[config.mk]
export PLATFORM = sky130hd
export DESIGN_NAME = instr_fetch
export DESIGN_NICKNAME = d
export VERILOG_FILES = /design/src/rtl/instr_fetch.sv
export SDC_FILE = /design/constraint.sdc
export NUM_CORES = 1
export LEC_CHECK = 0
export BUFFER_PORTS_ARGS = -buffer_cell sky130_fd_sc_hd__buf_2
export CAP_MARGIN = 20
export CORE_MARGIN = 1.5
export CORE_UTILIZATION = 50
export DETAILED_ROUTE_END_ITERATION = 8
export GPL_ROUTABILITY_DRIVEN = 0
export GPL_TIMING_DRIVEN = 0
export PLACE_DENSITY = 0.81
export SLEW_MARGIN = 20
export SYNTH_ARGS = -nofsm -noshare
export SYNTH_HDL_FRONTEND = slang
export SYNTH_SLANG_ARGS = --single-unit
[constraint.sdc]
create_clock -name clk -period 2.89 [get_ports clk]
set_input_delay 0.1445 -clock clk [delete_from_list [all_inputs] [get_ports clk]]
set_output_delay 0.1445 -clock clk [all_outputs]
set_load 0.1 [all_outputs]
[src/rtl/instr_fetch.sv]
// Instruction fetch unit: walks the PC through instruction memory with a
// simple request/acknowledge handshake and holds each fetched word until
// the decode stage consumes it. Branch redirects from execute override the
// sequential flow in every state.
module instr_fetch #(
  parameter int                ADDR_W   = 64,
  parameter logic [ADDR_W-1:0] RESET_PC = '0
) (
  input  logic              clk,
  input  logic              rst,
  output logic              imem_req,
  output logic [ADDR_W-1:0] imem_addr,
  input  logic              imem_ack,
  input  logic [31:0]       imem_rdata,
  output logic              instr_valid,
  input  logic              instr_ready,
  output logic [31:0]       instr,
  output logic [6:0]        opcode,
  output logic [ADDR_W-1:0] instr_pc,
  input  logic              branch_taken,
  input  logic [ADDR_W-1:0] branch_target
);

  typedef enum logic [1:0] {
    IDLE  = 2'd0,
    FETCH = 2'd1,
    HOLD  = 2'd2
  } state_t;

  state_t            state;
  state_t            state_next;
  logic [ADDR_W-1:0] pc;
  logic [ADDR_W-1:0] target_aligned;
  logic              fetch_done;

  // Low target bits are dropped silently; instructions are word aligned.
  logic [1:0] unused_target_lsb;
  assign unused_target_lsb = branch_target[1:0];
  assign target_aligned    = {branch_target[ADDR_W-1:2], 2'b00};

  // A response is only captured when no redirect arrives in the same cycle.
  assign fetch_done = (state == FETCH) && imem_ack && !branch_taken;

  // State register
  always_ff @(posedge clk) begin
    if (rst) begin
      state <= IDLE;
    end else begin
      state <= state_next;
    end
  end

  // Next-state logic; a redirect always restarts fetching at the target
  always_comb begin
    state_next = state;
    if (branch_taken) begin
      state_next = FETCH;
    end else begin
      case (state)
        IDLE:    state_next = FETCH;
        FETCH:   state_next = imem_ack ? HOLD : FETCH;
        HOLD:    state_next = instr_ready ? FETCH : HOLD;
        default: state_next = IDLE;
      endcase
    end
  end

  // Outputs decoded from state and registers only, no input feed-through
  always_comb begin
    imem_req    = (state == FETCH);
    instr_valid = (state == HOLD);
    imem_addr   = pc;
    opcode      = instr[6:0];
  end

  // Program counter: redirect wins over sequential advance, wraps modulo 2^ADDR_W
  always_ff @(posedge clk) begin
    if (rst) begin
      pc <= RESET_PC;
    end else if (branch_taken) begin
      pc <= target_aligned;
    end else if (fetch_done) begin
      pc <= pc + ADDR_W'(4);
    end
  end

  // Held instruction and its fetch address, loaded on an accepted response
  always_ff @(posedge clk) begin
    if (rst) begin
      instr    <= 32'h0;
      instr_pc <= '0;
    end else if (fetch_done) begin
      instr    <= imem_rdata;
      instr_pc <= pc;
    end
  end

endmodule

* After elaboration in Yosys (flattened, before gate mapping)
Index checks and enable logic that the tools add are counted.
Cells by class: reduce and logical (&&, ||, !) cells 6, equal/unequal tests 2, $add $sub $neg 1, muxes and demuxes 6
Operator list (count):
- $mux W64 | 2
- $add A64 B3 Y64 const B | 1
- $pmux W2 S3 | 1
- $mux W2 | 2
- $eq A2 B1 Y1 const B | 1
- $eq A2 B2 Y1 const B | 1
- $logic_and A1 B1 Y1 | 2
- $logic_not A2 Y1 | 1
- $reduce_bool A2 Y1 | 1
- $reduce_or A2 Y1 | 1
- $logic_not A1 Y1 | 1
- $mux W1 | 1
Word-level totals: register bits after elaboration 162, input port bits 101, logic and storage cells 21, output and inout port bits 169

* Longest topological paths before layout
word-level depth 5, mapped depth 7

* Least setup slack after synthesis
Ideal clock, no wire load.
path type flip-flop to flip-flop, start point reg pc[2] (netlist: imem_addr[2]), end point reg pc[58] (netlist: imem_addr[58]), buffers on the path 1, stages on the path, launching flop included 8, period minus slack after synthesis 2.910 ns, setup slack -0.020 ns, arrival time 2.819 ns, cells stage by stage dfxtp_1 ha_1 nand4b_2 nor3b_4 nand4_2 buf_6 or4_1 a311oi_1
Between the ends: word-level cells in the longest chain between the ends 3
Ends and longest elaborated chain:
- start, declared | RTL line 32 | logic [ADDR_W-1:0] pc;
- start signal, assigned | RTL line 81 | pc <= target_aligned;
- start signal, assigned | RTL line 83 | pc <= pc + ADDR_W'(4);
- $add A64 B3 Y64 | RTL line 83
- $mux W64 | RTL line 82 | end else if (fetch_done) begin
- $mux W64 | RTL line 80 | end else if (branch_taken) begin
Every way passes these cells. The select of a mux whose other input is x is not followed. A chain may end at the register's enable or synchronous reset.

* Worst setup path in the final report
start point reg pc[2] (netlist: imem_addr[2]), end point reg pc[62] (netlist: imem_addr[62])
The elaborated chain is that of the path after synthesis.

==> summary.txt <==
================================================================================
Width of the die ..................................................     124.1 µm
Cell family with most CP delay .................................... simple AND/OR/NAND/NOR gates
Maximum capacitance violations ....................................            0
HPWL after DPL ....................................................     17.53 mm
Headroom to the max-slew limit ....................................       43.87%
Number of synthesized flops with an enable pin ....................            0
Cell area after synthesis .........................................     7332 µm²
Share of the clock period used by the worst path after layout .....       89.08%
Clk_skew ..........................................................     11.54 ps
Fraction of registers with async set or reset after synthesis .....           0%
Most frequent cells in the layout ................................. sky130_fd_sc_hd__buf_2 (266), sky130_fd_sc_hd__nand2_1 (234), sky130_fd_sc_hd__dfxtp_1 (156)
Result of the run ................................................. finished, final reports clean
Detailed-router iteration count before antenna repair .............            6
Clock-pin slew on the worst setup and hold paths ..................        60 ps
Worst Hold Depth ..................................................            3
Number of instances in the synthesized netlist ....................          917
Seq/Total Area, Yosys .............................................       43.14%
Met1 wire length ..................................................     10.42 mm
Yosys warning count ...............................................            0
Launching element type of the critical path .......................     register
Highest metal layer used by the detailed router ...................         met4
Count of nets after finishing .....................................         1384
Max Transition Viols Final ........................................            0
Buffer and inverter count on the worst path .......................            1
Worst reg2reg path depth ..........................................            7
Maximum number of pins on one net before global-route repair ......           17
Yosys cell types ..................................................           65
Layout cells sized above 1 ........................................       27.10%
Data arrival, critical path .......................................      2920 ps
Worst Setup End Kind ..............................................     register
Standby leakage power .............................................  0.004328 µW
Startpoint of the most critical hold path ......................... branch_target[54]
Number of DRC violations after detailed routing ...................            0
Final std cells w/o fill ..........................................         1479
Most common flop cell mapped by yosys ............................. sky130_fd_sc_hd__dfxtp_1
Maximum level of the CTS H-tree ...................................            4
Maximum clock frequency ...........................................    388.4 MHz
Setup violation total in the final timing report ..................            0
Time the final worst path needs with I/O delays and setup .........      2575 ps
Combined global-route utilization of all metal layers .............       32.65%
First DRT Iteration DRCs ..........................................          792
Worst path required time ..........................................      3240 ps
Number of antenna violations at the first check in global routing .            0
Starting density of the core ......................................       50.83%
Clock Sink Count ..................................................          158
Overall power of the completed layout .............................      6019 µW
Summed negative setup slack over all endpoints ....................         0 ps
Number of register bits inferred by synthesis .....................          158
Critical path cell sequence ....................................... ha_1 > nand4b_2 > nor3b_4 > nand4_2 > buf_6 > or4_1 > a311oi_1
Antenna diode count ...............................................            0
Peak VDD IR .......................................................  0.0003950 V
Worst slew pin tran ...............................................     834.3 ps
Overflow left after global routing ................................            0
Placement Rows ....................................................           44
Core outline area .................................................    14420 µm²
Worst slack after detailed placement ..............................     325.9 ps
Mean instance size in the synthesized netlist .....................    7.996 µm²
Unrepaired setup endpoints after global routing ...................        false
Routed length on met2 .............................................     12.44 mm
Largest incremental delay on the critical path ....................       500 ps
CTS tree ..........................................................          yes
Vias ..............................................................         8285
Final antenna-violating net count .................................            0
DP Cell Count .....................................................         1365
Register-to-register path setup slack .............................       320 ps
End of the worst hold path ........................................ imem_addr[54]
Die area ..........................................................    15400 µm²
Area share of the largest cell type after synthesis ...............       43.14%
IO Pins ...........................................................          270
Final worst slack .................................................     315.5 ps
Setup Crit Path Kind ..............................................      reg2reg
Cell types occupying the most area after synthesis ................ sky130_fd_sc_hd__dfxtp_1 (43%), sky130_fd_sc_hd__nand2_1 (12%), sky130_fd_sc_hd__a21oi_1 (7.4%), sky130_fd_sc_hd__nor2_1 (2.9%), sky130_fd_sc_hd__xnor2_1 (2.7%)
Most common library cell in the layout ignoring fill and taps ..... sky130_fd_sc_hd__buf_2
Post-CTS setup repair buffer count ................................            0
Library cell used as clock root buffer ............................ sky130_fd_sc_hd__clkbuf_16
Critical-path cell with the highest stage delay ................... sky130_fd_sc_hd__or4_1
Final routed wirelength across all metal layers ...................     25.78 mm
Capture point of the worst reg-to-reg path ........................ imem_addr[62]
Number of global-route vias before repair .........................         7629
Class of the tightest hold or removal check .......................       in2reg
Count of endpoints failing hold in the final timing report ........            0
Reg2reg start ..................................................... imem_addr[2]
Global-route wire length before repair ............................     38.56 mm
Clock Latency Late Sink ...........................................       430 ps
Power Density ..................................................... 583.4 nW/µm²
Largest fanout of any net on the critical path ....................           10
WL/cell ...........................................................     17.43 µm
Minimum hold slack ................................................     20.02 ps
TritonCTS buffer count ............................................           17
Via/cell ratio ....................................................        5.602
Clock Path Buffers ................................................            2
Height of the die .................................................     124.1 µm
PortBufs ..........................................................          261
Met3 WL post-DR ...................................................     2.065 mm
Synthesis-to-layout area growth ...................................       40.72%
Area leader, netlist .............................................. sky130_fd_sc_hd__dfxtp_1
================================================================================
## worst register-to-register path: cells and delay by family, from the launching register on
kind	cells	cell delay [ps]
AND/OR/NAND/NOR	4	1330
adder cells (fa/ha/maj)	1	290
buffers and inverters	1	240
flip-flops	1	380
AO/OA/AOI/OAI	1	240
## cell usage after synthesis (13+ instances only)
cell,number
sky130_fd_sc_hd__xnor2_1,23
sky130_fd_sc_hd__nor2_1,57
sky130_fd_sc_hd__a21oi_1,108
sky130_fd_sc_hd__clkbuf_1,43
sky130_fd_sc_hd__a311oi_1,16
sky130_fd_sc_hd__nor4_1,19
sky130_fd_sc_hd__nand2_1,234
sky130_fd_sc_hd__nand3_1,22
sky130_fd_sc_hd__nand4_1,21
sky130_fd_sc_hd__a211oi_1,24
sky130_fd_sc_hd__inv_1,16
sky130_fd_sc_hd__dfxtp_1,158
sky130_fd_sc_hd__and4_1,13
## report_power, final
group          switching [µW]  internal [µW]  total, µW
logic                     981            299       1280
clock network             942           1410       2350
registers                 123           2270       2390
## registers in the layout, indices dropped and copies added (netlist names)
register	flops
imem_addr	62
state	2
instr_pc	62
instr	32
## metrics by stage
stage | cell area (µm²) | utilization [%]
finish | 10320 | 71.53
global route | 10320 | 71.53
CTS | 10320 | 71.53
detailed placement | 8882 | 61.58
global placement | 8882 | 61.58
floorplan | 7346 | -
## routing by layer
| metal | GRT usage (%) | vias up |
|---|---|---|
| met3 | 7.509 | 73 |
| met5 | 0 | - |
| li1 | - | 3944 |
| met2 | 55.36 | 406 |
| met1 | 39.29 | 3862 |
| met4 | 14.84 | 0 |
## cell families after synthesis
kind of cell               share of synthesized area (%)
other                                            0.05115
DFF                                                43.14
and+or+nand+nor                                    29.62
AOI/OAI and AO/OA                                  16.18
adders and majority gates                         0.1706
xor gates and xnor gates                           3.823
muxes                                             0.4096
buffers and inverters                              6.604
## how the worst max path moves through the flow
stage,cells past startpoint,startpoint,end
2_1_floorplan,6,imem_addr[24],imem_addr[49]
3_5_place_dp,7,branch_taken,instr_pc[43]
4_1_cts,7,imem_addr[2],imem_addr[58]
3_3_place_gp,7,imem_addr[2],imem_addr[58]
5_1_grt,6,imem_addr[35],imem_addr[45]
6_report,7,imem_addr[2],imem_addr[62]
## layout make-up
cell class,instances,area [µm²]
clock buffers,19,452.9
flip-flops and latches,158,3166
plain buffers,77,420.4
inverters,17,63.81
fillers,1157,4106
repair buffers,343,2127
multi-input cells,668,3696
clock inverters,13,161.4
well taps,184,230.2
## what timing repair did
item,4_1_cts,5_1_grt
hold endpoints to repair,82,0
resized for setup,0,0
setup endpoints to repair,0,0
hold buffers,82,0
No activity file was read; power rests on OpenSTA's default activity.
